[src/rtl/countdown_pkg.sv]
// Shared types, digit limits and preset validation for the MM:SS countdown sequencer.
package countdown_pkg;

   localparam int unsigned DIGIT_W = 4;
   localparam int unsigned BCD_W   = 16;

   localparam logic [DIGIT_W-1:0] DIGIT_MAX    = 4'd9;
   localparam logic [DIGIT_W-1:0] SEC_TENS_MAX = 4'd5;

   typedef enum logic [2:0] {
      ST_IDLE  = 3'd0,
      ST_READY = 3'd1,
      ST_RUN   = 3'd2,
      ST_PAUSE = 3'd3,
      ST_DONE  = 3'd4
   } state_e;

   // A preset is usable only if it is a well-formed MM:SS value within the minutes limit.
   function automatic logic bcd_valid(input logic [BCD_W-1:0]   v,
                                      input logic [DIGIT_W-1:0] min_tens_max);
      return (v[3:0]   <= DIGIT_MAX)    &&
             (v[7:4]   <= SEC_TENS_MAX) &&
             (v[11:8]  <= DIGIT_MAX)    &&
             (v[15:12] <= DIGIT_MAX)    &&
             (v[15:12] <= min_tens_max);
   endfunction

endpackage

[src/rtl/bcd_down_digit.sv]
// One BCD down-counting digit: parallel load, decrement on en, wraps 0 -> MAX with borrow.
module bcd_down_digit
   import countdown_pkg::*;
#(
   parameter int unsigned MAX = 9
) (
   input  logic               clock,
   input  logic               reset,
   input  logic               en,
   input  logic               load,
   input  logic [DIGIT_W-1:0] d,
   output logic [DIGIT_W-1:0] q,
   output logic               borrow_out
);

   logic [DIGIT_W-1:0] q_q;
   logic [DIGIT_W-1:0] q_d;

   always_comb begin
      q_d = q_q;
      if (load) begin
         q_d = d;
      end else if (en) begin
         q_d = (q_q == '0) ? DIGIT_W'(MAX) : q_q - DIGIT_W'(1);
      end
   end

   always_ff @(posedge clock or posedge reset) begin
      if (reset) begin
         q_q <= '0;
      end else begin
         q_q <= q_d;
      end
   end

   assign q          = q_q;
   assign borrow_out = en & (q_q == '0);

endmodule

[src/rtl/countdown_sequencer.sv]
// MM:SS BCD countdown controller: prescaler, four-digit borrow chain and load/run/pause/done FSM.
// Optional COUNTDOWN_AUTO_RELOAD_EN: reload the last legal preset on reaching 0000 and keep running.
module countdown_sequencer
   import countdown_pkg::*;
#(
   parameter int unsigned CLK_DIV      = 50_000_000,
   parameter int unsigned MIN_TENS_MAX = 9
) (
   input  logic             clock,
   input  logic             reset,
   input  logic             load,
   input  logic [BCD_W-1:0] preset,
   input  logic             start,
   input  logic             pause,
   input  logic             clear,
   output logic [BCD_W-1:0] digits,
   output logic             running,
   output logic             done,
   output logic             load_err
);

   localparam int unsigned        PRESC_W    = $clog2(CLK_DIV);
   localparam logic [PRESC_W-1:0] PRESC_LAST = PRESC_W'(CLK_DIV - 1);

   state_e             state_q, state_d;
   logic [PRESC_W-1:0] presc_q, presc_d;
   logic               running_q, running_d;
   logic               done_q, done_d;
   logic               load_err_q, load_err_d;
`ifdef COUNTDOWN_AUTO_RELOAD_EN
   logic [BCD_W-1:0]   shadow_q, shadow_d;
`endif

   logic               count_ok_c;
   logic               tick_c;
   logic               dig_load_c;
   logic [BCD_W-1:0]   dig_val_c;
   logic [BCD_W-1:0]   digits_c;
   logic [3:0]         borrow_c;
   logic               done_pulse_c;

   // Counting proceeds in RUN unless clear or an effective pause takes the cycle.
   always_comb begin
      count_ok_c = (state_q == ST_RUN) && !clear && !(pause && !load);
      tick_c     = count_ok_c && (presc_q == PRESC_LAST);
   end

   bcd_down_digit #(.MAX(int'(DIGIT_MAX))) u_sec_units (
      .clock(clock), .reset(reset), .en(tick_c), .load(dig_load_c),
      .d(dig_val_c[3:0]), .q(digits_c[3:0]), .borrow_out(borrow_c[0])
   );

   bcd_down_digit #(.MAX(int'(SEC_TENS_MAX))) u_sec_tens (
      .clock(clock), .reset(reset), .en(borrow_c[0]), .load(dig_load_c),
      .d(dig_val_c[7:4]), .q(digits_c[7:4]), .borrow_out(borrow_c[1])
   );

   bcd_down_digit #(.MAX(int'(DIGIT_MAX))) u_min_units (
      .clock(clock), .reset(reset), .en(borrow_c[1]), .load(dig_load_c),
      .d(dig_val_c[11:8]), .q(digits_c[11:8]), .borrow_out(borrow_c[2])
   );

   bcd_down_digit #(.MAX(MIN_TENS_MAX)) u_min_tens (
      .clock(clock), .reset(reset), .en(borrow_c[2]), .load(dig_load_c),
      .d(dig_val_c[15:12]), .q(digits_c[15:12]), .borrow_out(borrow_c[3])
   );

   // Command decode (clear > load > pause > start), then prescaler and countdown.
   always_comb begin
      state_d      = state_q;
      presc_d      = presc_q;
      dig_load_c   = 1'b0;
      dig_val_c    = '0;
      load_err_d   = 1'b0;
      done_pulse_c = 1'b0;
`ifdef COUNTDOWN_AUTO_RELOAD_EN
      shadow_d     = shadow_q;
`endif

      if (clear) begin
         state_d    = ST_IDLE;
         dig_load_c = 1'b1;
         presc_d    = '0;
      end else if (load) begin
         if (state_q != ST_RUN) begin
            if (bcd_valid(preset, DIGIT_W'(MIN_TENS_MAX))) begin
               state_d    = ST_READY;
               dig_load_c = 1'b1;
               dig_val_c  = preset;
               presc_d    = '0;
`ifdef COUNTDOWN_AUTO_RELOAD_EN
               shadow_d   = preset;
`endif
            end else begin
               load_err_d = 1'b1;
            end
         end
      end else if (pause) begin
         if (state_q == ST_RUN) begin
            state_d = ST_PAUSE;
         end
      end else if (start) begin
         if (state_q == ST_READY || state_q == ST_PAUSE) begin
            state_d = (digits_c == '0) ? ST_DONE : ST_RUN;
         end
      end

      if (count_ok_c) begin
         presc_d = tick_c ? '0 : presc_q + PRESC_W'(1);
`ifdef COUNTDOWN_AUTO_RELOAD_EN
         // Digits sat at 0000 for the pulse cycle; restart from the shadow preset.
         if (digits_c == '0) begin
            dig_load_c = 1'b1;
            dig_val_c  = shadow_q;
         end
`endif
         if (tick_c && digits_c == BCD_W'(16'h0001)) begin
`ifdef COUNTDOWN_AUTO_RELOAD_EN
            if (shadow_q == '0) begin
               state_d = ST_DONE;
            end else begin
               done_pulse_c = 1'b1;
            end
`else
            state_d = ST_DONE;
`endif
         end
         // Guard against a wrap from 0000 to 99:59; should never occur.
         if (borrow_c[3]) begin
            state_d    = ST_DONE;
            dig_load_c = 1'b1;
            dig_val_c  = '0;
         end
      end

      running_d = (state_d == ST_RUN);
      done_d    = (state_d == ST_DONE) | done_pulse_c;
   end

   always_ff @(posedge clock or posedge reset) begin
      if (reset) begin
         state_q    <= ST_IDLE;
         presc_q    <= '0;
         running_q  <= 1'b0;
         done_q     <= 1'b0;
         load_err_q <= 1'b0;
`ifdef COUNTDOWN_AUTO_RELOAD_EN
         shadow_q   <= '0;
`endif
      end else begin
         state_q    <= state_d;
         presc_q    <= presc_d;
         running_q  <= running_d;
         done_q     <= done_d;
         load_err_q <= load_err_d;
`ifdef COUNTDOWN_AUTO_RELOAD_EN
         shadow_q   <= shadow_d;
`endif
      end
   end

   assign digits   = digits_c;
   assign running  = running_q;
   assign done     = done_q;
   assign load_err = load_err_q;

endmodule

[config.mk]
export PLATFORM = sky130hd
export DESIGN_NAME = countdown_sequencer
export DESIGN_NICKNAME = d
export VERILOG_FILES = /design/src/rtl/countdown_pkg.sv /design/src/rtl/bcd_down_digit.sv /design/src/rtl/countdown_sequencer.sv
export SDC_FILE = /design/constraint.sdc
export NUM_CORES = 1
export LEC_CHECK = 0
export BUFFER_PORTS_ARGS = -buffer_cell sky130_fd_sc_hd__buf_4
export CAP_MARGIN = 20
export CORE_ASPECT_RATIO = 0.7
export CORE_MARGIN = 2
export CORE_UTILIZATION = 52
export DETAILED_ROUTE_END_ITERATION = 12
export GPL_ROUTABILITY_DRIVEN = 1
export PLACE_DENSITY = 0.79
export SLEW_MARGIN = 30
export SYNTH_ARGS = -nofsm -noshare
export SYNTH_HDL_FRONTEND = slang
export SYNTH_SLANG_ARGS = --single-unit
[constraint.sdc]
create_clock -name clock -period 2.56 [get_ports clock]
set_clock_uncertainty 0.2 [all_clocks]
set_input_delay 0.512 -clock clock [delete_from_list [all_inputs] [get_ports clock]]
set_output_delay 0.512 -clock clock [all_outputs]
set_load 0.01 [all_outputs]
# [Word-level counts from Yosys, hierarchy flattened]
# Index checks and enable logic that the tools add are counted.
[word_totals] regBits=48 latchBits=0 mem_bits_rw=0 mem_bits_ro=0 input_bits=22 output_inout_bits=19 wordCells=102 n_memories=0
[classes] addsub=5 multipliers=0 div=0 n_lt_le_gt_ge=4 eq_ne=8 shifts=0 muxes=46 bitwise_logic=4 reduce_logical=26
[ops] operator="two-way mux 26 bit" count=6
[ops] operator="two-way mux 16 bit" count=6
[ops] operator="two-way mux 4 bit" count=12
[ops] operator="two-way mux 3 bit" count=12
[ops] operator="adder 26 x 1 -> 26 bit (second input constant)" count=1
[ops] operator="== test 26 bit (second input constant)" count=1
[ops] operator="== test 16 x 1 -> 1 bit (second input constant)" count=1
[ops] operator="zero test 16 bit" count=1
[ops] operator="zero test 4 bit" count=4
[ops] operator="subtractor 4 x 1 -> 4 bit (second input constant)" count=4
[ops] operator="<= comparator 4 bit (second input constant)" count=3
[ops] operator="two-way mux 1 bit" count=10
[ops] operator="== test 3 x 2 -> 1 bit (second input constant)" count=3
[ops] operator="logical AND 1 bit" count=9
[ops] operator="nonzero test 3 bit" count=3
[ops] operator="nonzero test 2 bit" count=4
[ops] operator="AND 1 bit" count=4
[ops] operator="<= comparator 4 x 3 -> 1 bit (second input constant)" count=1
[ops] operator="== test 3 x 1 -> 1 bit (second input constant)" count=1
[ops] operator="== test 3 bit (second input constant)" count=1
[ops] operator="zero test 1 bit" count=3
[ops] operator="inequality test 3 x 2 -> 1 bit (second input constant)" count=1
[ops] operator="AND reduction 3 bit" count=1
[ops] operator="logical OR 1 bit" count=1

# [Longest topological paths before layout]
# Gate-level depths: netlist (run 1).
[logic_depth] depth_word=13 mapped_depth=9 mapped_depth_nobuf=7

# [By module]
# From an unflattened synthesis (run 1), not the netlist that was laid out.
[unflattened] cells_unflattened=323 area_unflattened_um2=2830.2
[modules_own_cells] mod="countdown_sequencer" instances=1 cells_each=232 area_per_inst_um2=1950.6 seq_area_each_um2=800.8
[modules_own_cells] mod="bcd_down_digit at u_min_tens ..." instances=3 cells_each=23 area_per_inst_um2=226.5 seq_area_each_um2=100.1
[modules_own_cells] mod="bcd_down_digit at u_sec_tens" instances=1 cells_each=22 area_per_inst_um2=200.2 seq_area_each_um2=100.1

# [Worst setup path after synthesis (run 1)]
# Ideal clock, no wire load.
[synth_timing] kind="reg2reg" from="register presc_q[11]" to="register u_min_tens.q_q[1], in the netlist u_min_tens.q[1]" arrival_ps=2204 required_time_ps=2256 path_slack_ps=52 stages_incl_launch_ff=6 n_path_buf=0 cell_sequence="dfrtp_1 -> or4_1 -> or4_4 -> o21bai_4 -> o311ai_2 -> o41ai_2"
[synth_via] elab_chain_len=9 elab_cells_between_ends=12
[synth_lines] item="start: declaration" line_no="countdown_sequencer.sv:26" rtl="logic [PRESC_W-1:0] presc_q, presc_d;"
[synth_lines] item="start signal: assignment" line_no="countdown_sequencer.sv:152" rtl="presc_q <= presc_d;"
[synth_lines] item="== test 26 bit (*)" line_no="countdown_sequencer.sv:45" rtl="tick_c = count_ok_c && (presc_q == PRESC_LAST);"
[synth_lines] item="logical AND 1 bit (*)" line_no="countdown_sequencer.sv:45"
[synth_lines] item="AND 1 bit (*) (3 in a row)" line_no="bcd_down_digit.sv:37" rtl="assign borrow_out = en & (q_q == '0);"
[synth_lines] item="AND 1 bit" line_no="bcd_down_digit.sv:37"
[synth_lines] item="two-way mux 16 bit / two-way mux 1 bit (equally long branches)" line_no="countdown_sequencer.sv:129" rtl="if (borrow_c[3]) begin"
[synth_lines] item="two-way mux 16 bit / two-way mux 1 bit (equally long branches)" line_no="countdown_sequencer.sv:108" rtl="if (count_ok_c) begin"
[synth_lines] item="two-way mux 4 bit / nonzero test 2 bit (equally long branches)"
[synth_lines] item="end signal: assignment" line_no="bcd_down_digit.sv:32" rtl="q_q <= q_d;"
[synth_lines] item="end: declaration" line_no="bcd_down_digit.sv:16" rtl="logic [DIGIT_W-1:0] q_q;"
# Mark *: on every way between the ends. The rest lies on a longest branch, timed or not.
# A chain may end at the register's enable or synchronous reset.

# [Worst setup path after layout (run 1)]
[layout_timing] from="register presc_q[16]" to="register u_sec_tens.q_q[0], in the netlist u_sec_tens.q[0]"
[layout_via] elab_chain_len=9 elab_cells_between_ends=12
[layout_lines] item="== test 26 bit (*)" line_no="countdown_sequencer.sv:45"
[layout_lines] item="logical AND 1 bit (*)" line_no="countdown_sequencer.sv:45"
[layout_lines] item="AND 1 bit (*)" line_no="bcd_down_digit.sv:37"
[layout_lines] item="AND 1 bit (3 in a row)" line_no="bcd_down_digit.sv:37"
[layout_lines] item="two-way mux 16 bit / two-way mux 1 bit (equally long branches)" line_no="countdown_sequencer.sv:129"
[layout_lines] item="two-way mux 16 bit / two-way mux 1 bit (equally long branches)" line_no="countdown_sequencer.sv:108"
[layout_lines] item="two-way mux 4 bit / nonzero test 2 bit (equally long branches)"
[layout_lines] item="end signal: assignment" line_no="bcd_down_digit.sv:32"
[layout_lines] item="end: declaration" line_no="bcd_down_digit.sv:16"
# Marks and branches as above.

==> impl_metrics.tcl, run 1 <==
set metrics [dict create \
    setup_viol 37 \
    timing_worst_setup_path_type "reg -> reg" \
    worst_ep_required_time_ns 2.53 \
    drt-initial-drc-count 366 \
    area.growth.synth_to_final_pct 42.0 \
    via_count 3340 \
    maxCapViolCount 0 \
    worstMarginPinSlew_ns 0.941 \
    ys.warnings.count 0 \
    insertion_delay_of_the_later_clocked_pin_in_the_worst_skew_pair_ns 0.31 \
    drt_wl_total_um 10300 \
    vdd.ir_drop.worst_mv 0.567 \
    grt_usage 0.304 \
    timing.final.max_slew_violations 0 \
    leading_cell_types_in_the_layout_fill_and_taps_excluded "71 x buf_4, 47 x dfrtp_1, 46 x nand2_1" \
    synth.avg_cell_area_um2 8.43 \
    ff_to_ff_start "presc_q[16]$_DFFE_PP0P_" \
    slew-limit-headroom 0.373 \
    io_pins 41 \
    post_synth_num_cell_types 57 \
    via_per_inst 6.63 \
    postSynth.topFlopCell "dfrtp_1" \
    antenna_left 0 \
    post_synthesis_sequential_area_ratio 0.406 \
    critical_path_arrival_ns 2.85 \
    dp_hpwl_um 6070 \
    fin_crit_period_ns 2.88 \
    clock_tree.root_cell "clkbuf_8" \
    portBuffers 40 \
    violations "setup timing" \
    post_drt_wl_per_cell_um 20.5 \
    tritoncts_num_sinks 48 \
    floorplan.die.width_um 94.2 \
    area_taken_by_multi_input_logic_gates_mm2 0.00193 \
    gp_congestion 0.865 \
    global_route.peak_usage_layer "met2" \
    tritoncts "yes" \
    area.sequential_mm2 0.00120 \
    grt_use_met2 0.460 \
    floorplan.initialDensity 0.552 \
    num_antenna_cells 0 \
    cellLeakagePower_uw 0.00182 \
    fin_crit_sh 1.12 \
    fmaxAchievable_mhz 348 \
    detail_route.first_pass.iterations 7 \
    grt_max_degree 22 \
    nets 454 \
    report.final.hold_viol_count 0 \
    syn-instance-count 351 \
    rsz0062_at_grt "yes" \
    numCtsBuffers 5 \
    globalRoute.totalOverflow 0 \
    clock_tree.htree_level_count 2 \
    final.setup.worst_slack_ns -0.317 \
    groute.layer.met3.usage 0.0645 \
    drc_errors 0 \
    synth_seq_cells 48 \
    finalSetupTns_ns -3.17 \
    grt_pass1_vias 3029 \
    grt_antenna_before_repair 0 \
    cp-start-kind "flop" \
    final_cell_area_mm2 0.00420 \
    power-per-cell-area_mw_per_mm2 590 \
    synth-edff-count 0 \
    place.detailed.instances 476 \
    final_layout_size_suffix_gt1_frac 0.361 \
    cts.clk_slew.worst_paths_ns 0.10 \
    layout.core_utilization 0.783 \
    cts_hold_buf 0 \
    postSynth.asyncResetShare 1.00 \
    use_met1 0.448 \
    n_fill_cell 350 \
    most_frequent_standard_cell_in_the_layout_excluding_fill_and_tap_cells "buf_4" \
    outcome "complete, but fails checks" \
    worstSetupEndpointType "flop" \
    timing.hold.ws_ns 0.0000604 \
    design.die.area_mm2 0.00632 \
    net_count_of_the_mapped_netlist 374 \
    fin_cells 504 \
    min-delay-path-class "in -> async" \
    design.core.area_mm2 0.00537 \
    mappedNetlistArea_mm2 0.00296 \
    num_rows 22 \
    place_area_mm2 0.00353 \
    cts.path.max_buffers 2 \
    timing.critical_path.from "presc_q[16]$_DFFE_PP0P_" \
    chipHeight_um 67.1 \
    cp_max_fo 6 \
    grt_first_pass_wirelength_um 14900 \
]
-- logic make-up (layout without fill, tap and decap cells) --
logic type | Yosys count | after routing | synth area share
xor gates and xnor gates | 4 | 4 | 0.0118
DFF | 48 | 48 | 0.406
adders and majority gates | 1 | 1 | 0.00423
AOI/OAI and AO/OA | 118 | 118 | 0.266
muxes | 3 | 3 | 0.0101
and+or+nand+nor | 152 | 152 | 0.265
buffers and inverters | 25 | 106 | 0.0372
-- cell type report --
cell class	instances	area share
flip-flops and latches	48	0.286
well taps	72	0.0214
clock inverters	2	0.00357
clock buffers	6	0.0196
inverters	7	0.00625
repair buffers	91	0.203
multi-input cells	278	0.460
-- Yosys cell counts, types with 2 or more instances --
cell	count	area, um^2
and3_1	5	31.3
nor4_1	7	43.8
nor2_1	26	97.6
a211oi_1	2	15.0
mux2i_1	3	30.0
and4_1	3	26.3
nor3_1	14	70.1
or4_1	2	15.0
nor2b_1	3	18.8
o41ai_1	10	87.6
o31ai_1	11	82.6
or3_1	2	12.5
nor3b_1	2	15.0
o211ai_1	3	22.5
clkbuf_1	11	41.3
nand4_1	7	43.8
a21oi_1	17	85.1
dfrtp_1	48	1200
a22o_1	2	17.5
nand2_1	46	173
o21ai_1	6	30.0
nand3_1	16	80.1
o22ai_1	2	12.5
buf_2	4	20.0
inv_1	7	26.3
nand2b_1	5	31.3
nand3b_1	2	15.0
a31oi_1	7	43.8
o21ai_0	44	220
xor2_1	3	26.3
or2_2	3	18.8
o21a_1	3	22.5
-- path summary, 6_finish.rpt --
kind	slack (ns)	to	depth (start not counted)
max	-0.32	u_sec_tens.q[0]$_DFFE_PP0P_	7
min	0.00006	presc_q[20]$_DFFE_PP0P_	2
max reg2reg	-0.32	u_sec_tens.q[0]$_DFFE_PP0P_	7
min reg2reg	0.30	presc_q[0]$_DFFE_PP0P_	1
max in group asynchronous	1.54	presc_q[0]$_DFFE_PP0P_	3
min in group clock	0.29	u_sec_units.q[3]$_DFFE_PP0P_	3
-- what timing repair did --
item                       in CTS  in global routing
resized for setup              20                 83
gates cloned                    1                  2
pin swaps                       7                 22
buffers inserted               11                  7
setup endpoints to repair      35                 42
-- per-layer routing --
| metal | share of wire | vias up |
|---|---|---|
| li1 | - | 1490 |
| met1 | 0.41 | 1592 |
| met2 | 0.46 | 222 |
| met3 | 0.097 | 36 |
| met4 | 0.030 | 0 |
| met5 | 0 | - |
-- power by group --
| part | internal (uW) | switching [uW] |
|---|---|---|
| registers | 845 | 162 |
| clock network | 219 | 279 |
| logic | 443 | 530 |
-- through the flow --
| stage | setup WS (ns) | power (uW) |
|---|---|---|
| CTS | -0.0953 | 2370 |
| finish | -0.317 | 2480 |
| global placement | -0.0705 | 1820 |
| detailed placement | -0.144 | 1860 |
| global route | -0.329 | 2580 |
| floorplan | 0.0521 | 1490 |
-- state kept, by name, indices dropped and copies added, names as in the netlist --
| signal | count |
|---|---|
| u_sec_units.q | 4 |
| u_min_units.q | 4 |
| done | 1 |
| running | 1 |
| state_q | 3 |
| load_err | 1 |
| presc_q | 26 |
| u_min_tens.q | 4 |
| u_sec_tens.q | 4 |
-- critical path, stage by stage, from the launching register on --
cell     delay, ns
dfrtp_1       0.41
or4_4         0.52
or4_4         0.57
buf_6         0.15
nor4_4        0.19
nor2_1        0.21
a31oi_1       0.35
o22ai_2       0.14
No activity file was read; power rests on OpenSTA's default activity.
==> run 2, diff against run 1 <==
--- a/config.mk
+++ b/config.mk
@@ -6,12 +6,13 @@
 export NUM_CORES = 1
 export LEC_CHECK = 0
 export BUFFER_PORTS_ARGS = -buffer_cell sky130_fd_sc_hd__buf_4
-export CAP_MARGIN = 20
+export CAP_MARGIN = 10
 export CORE_ASPECT_RATIO = 0.7
 export CORE_MARGIN = 2
 export CORE_UTILIZATION = 52
 export DETAILED_ROUTE_END_ITERATION = 12
 export GPL_ROUTABILITY_DRIVEN = 1
+export MAX_ROUTING_LAYER = met4
 export PLACE_DENSITY = 0.79
 export SLEW_MARGIN = 30
 export SYNTH_ARGS = -nofsm -noshare
==> run 2 against run 1 <==
Compared with the run above: the flow still finishes with violations (setup timing); sequential cell count unchanged; die area unchanged; sequential share of layout area unchanged; utilization unchanged; wire length about the same; count of clock-buffer cells in the layout unchanged; largest cell class unchanged; largest power group unchanged.
==> impl_metrics.tcl, run 2 (synthesis results as in run 1) <==
set metrics [dict create \
    outcome "complete, but fails checks" \
    violations "setup timing" \
    timing_worst_setup_path_type "reg -> reg" \
    floorplan.initialDensity 0.552 \
    via_count 3396 \
    net-switching-power_uw 965 \
    pre_cts_ws_ns -0.144 \
    clock_power_share 0.201 \
    post_drt_wl_per_cell_um 20.4 \
    grt_usage 0.313 \
    worstSetupEndpointType "flop" \
    clock_tree.htree_level_count 2 \
    p_int_uw 1510 \
    worst_ep_required_time_ns 2.53 \
    max_flop_register "presc_q" \
    flip_flop_count_of_the_largest_register_after_layout 26 \
    place_area_mm2 0.00353 \
    nets 454 \
    reg2reg_slack_ns -0.30 \
    power-per-cell-area_mw_per_mm2 588 \
    min-delay-path-class "in -> async" \
    globalRoute.totalOverflow 0 \
    via_per_inst 6.74 \
    timing.final.max_slew_violations 0 \
    drt_wl_total_um 10300 \
    tritoncts "yes" \
    tritoncts_num_sinks 48 \
    fin_crit_period_ns 2.86 \
    vdd.ir_drop.worst_mv 0.566 \
    rr_worst_depth 7 \
    final.setup.worst_slack_ns -0.301 \
    ff_to_ff_start "presc_q[16]$_DFFE_PP0P_" \
    maxCapViolCount 0 \
    grt_max_degree 22 \
    swShare 0.390 \
    antenna_left 0 \
    power.share.sequential 0.406 \
    rsz0062_at_grt "yes" \
    area.growth.synth_to_final_pct 42.0 \
    cts.clk_slew.worst_paths_ns 0.10 \
    numCtsBuffers 5 \
    slew-limit-headroom 0.375 \
    final_cell_area_mm2 0.00420 \
    cp-start-kind "flop" \
    regToRegEndpoint "u_sec_tens.q[0]$_DFFE_PP0P_" \
    chipHeight_um 67.1 \
    design.die.area_mm2 0.00632 \
    share_comb_of_total_power 0.393 \
    most_frequent_standard_cell_in_the_layout_excluding_fill_and_tap_cells "buf_4" \
    design.core.area_mm2 0.00537 \
    setup_viol 37 \
    grt_first_pass_wirelength_um 14900 \
    grt_pass1_vias 3033 \
    cts.path.max_buffers 2 \
    fmaxAchievable_mhz 350 \
    portBuffers 40 \
    report.final.hold_viol_count 0 \
    cts_hold_buf 0 \
    final_layout_size_suffix_gt1_frac 0.361 \
    drc_errors 0 \
    fin_crit_sh 1.12 \
    drt-initial-drc-count 361 \
    insertion_delay_of_the_later_clocked_pin_in_the_worst_skew_pair_ns 0.31 \
    floorplan.die.width_um 94.2 \
    grt_antenna_before_repair 0 \
    dp_hpwl_um 6070 \
    detail_route.first_pass.iterations 6 \
    finalSetupTns_ns -3.22 \
    num_rows 22 \
    leading_cell_types_in_the_layout_fill_and_taps_excluded "71 x buf_4, 47 x dfrtp_1, 46 x nand2_1" \
    io_pins 41 \
    cellLeakagePower_uw 0.00182 \
    num_antenna_cells 0 \
    clock_tree.root_cell "clkbuf_8" \
    worstMarginPinSlew_ns 0.937 \
    critical_path_arrival_ns 2.83 \
    gp_congestion 0.879 \
    cp_max_fo 6 \
]
==> run 2: stage by stage <==
stage | instances | util | hold slack (ns) | total power (uW)
2_1_floorplan | 351 | - | 0.248 | 1490
3_3_place_gp | 476 | 0.657 | 0.288 | 1820
3_5_place_dp | 476 | 0.658 | 0.301 | 1860
4_1_cts | 496 | 0.713 | 0.0195 | 2370
5_1_grt | 504 | 0.783 | 0.0291 | 2590
6_report | 504 | 0.783 | 0.00846 | 2470
==> run 2: layer usage <==
layer | vias up | track usage | share of wire
met5 | - | - | 0
met4 | 0 | 0.0761 | 0.034
met3 | 44 | 0.0622 | 0.098
met2 | 236 | 0.460 | 0.46
met1 | 1632 | 0.449 | 0.41
li1 | 1484 | - | -
==> run 2: power groups by stage <==
stage                     Combinational, uW  Sequential (uW)  Clock, uW
after floorplan                         467             1020          0
after global routing                   1040             1020        525
after detailed placement                855             1010          0
after CTS                               887              994        494
after global placement                  820             1000          0
final                                   972             1000        498
==> run 2: worst max-delay path by stage <==
stage / from / end / slack, ns / depth (start not counted)
floorplan: presc_q[11]$_DFFE_PP0P_ / u_min_tens.q[1]$_DFFE_PP0P_ / 0.05 / 5
global placement: presc_q[11]$_DFFE_PP0P_ / u_sec_tens.q[0]$_DFFE_PP0P_ / -0.07 / 6
detailed placement: presc_q[11]$_DFFE_PP0P_ / u_sec_tens.q[0]$_DFFE_PP0P_ / -0.14 / 6
CTS: presc_q[9]$_DFFE_PP0P_ / u_min_units.q[3]$_DFFE_PP0P_ / -0.1 / 8
global route: presc_q[11]$_DFFE_PP0P_ / u_sec_tens.q[0]$_DFFE_PP0P_ / -0.33 / 7
finish: presc_q[16]$_DFFE_PP0P_ / u_sec_tens.q[0]$_DFFE_PP0P_ / -0.30 / 7
==> run 2: worst max-delay path, stage by stage (launching register included) <==
cell     delay (ns)
dfrtp_1        0.40
or4_4          0.52
or4_4          0.57
buf_6          0.15
nor4_4         0.19
nor2_1         0.20
a31oi_1        0.34
o22ai_2        0.14
==> run 2: timing repair <==
action | 4_1_cts | 5_1_grt
buffers inserted | 11 | 7
pin swaps | 7 | 22
cloned | 1 | 2
setup endpoints to repair | 35 | 42
gates resized for setup | 20 | 83
==> run 2: layout make-up <==
cell class	instances	area [um^2]
Timing Repair Buffer	91	853
Fill cell	350	1160
Multi-Input combinational cell	278	1930
Tap cell	72	90.1
Clock inverter	2	15.0
Sequential cell	48	1200
Clock buffer	6	82.6
Inverter	7	26.3
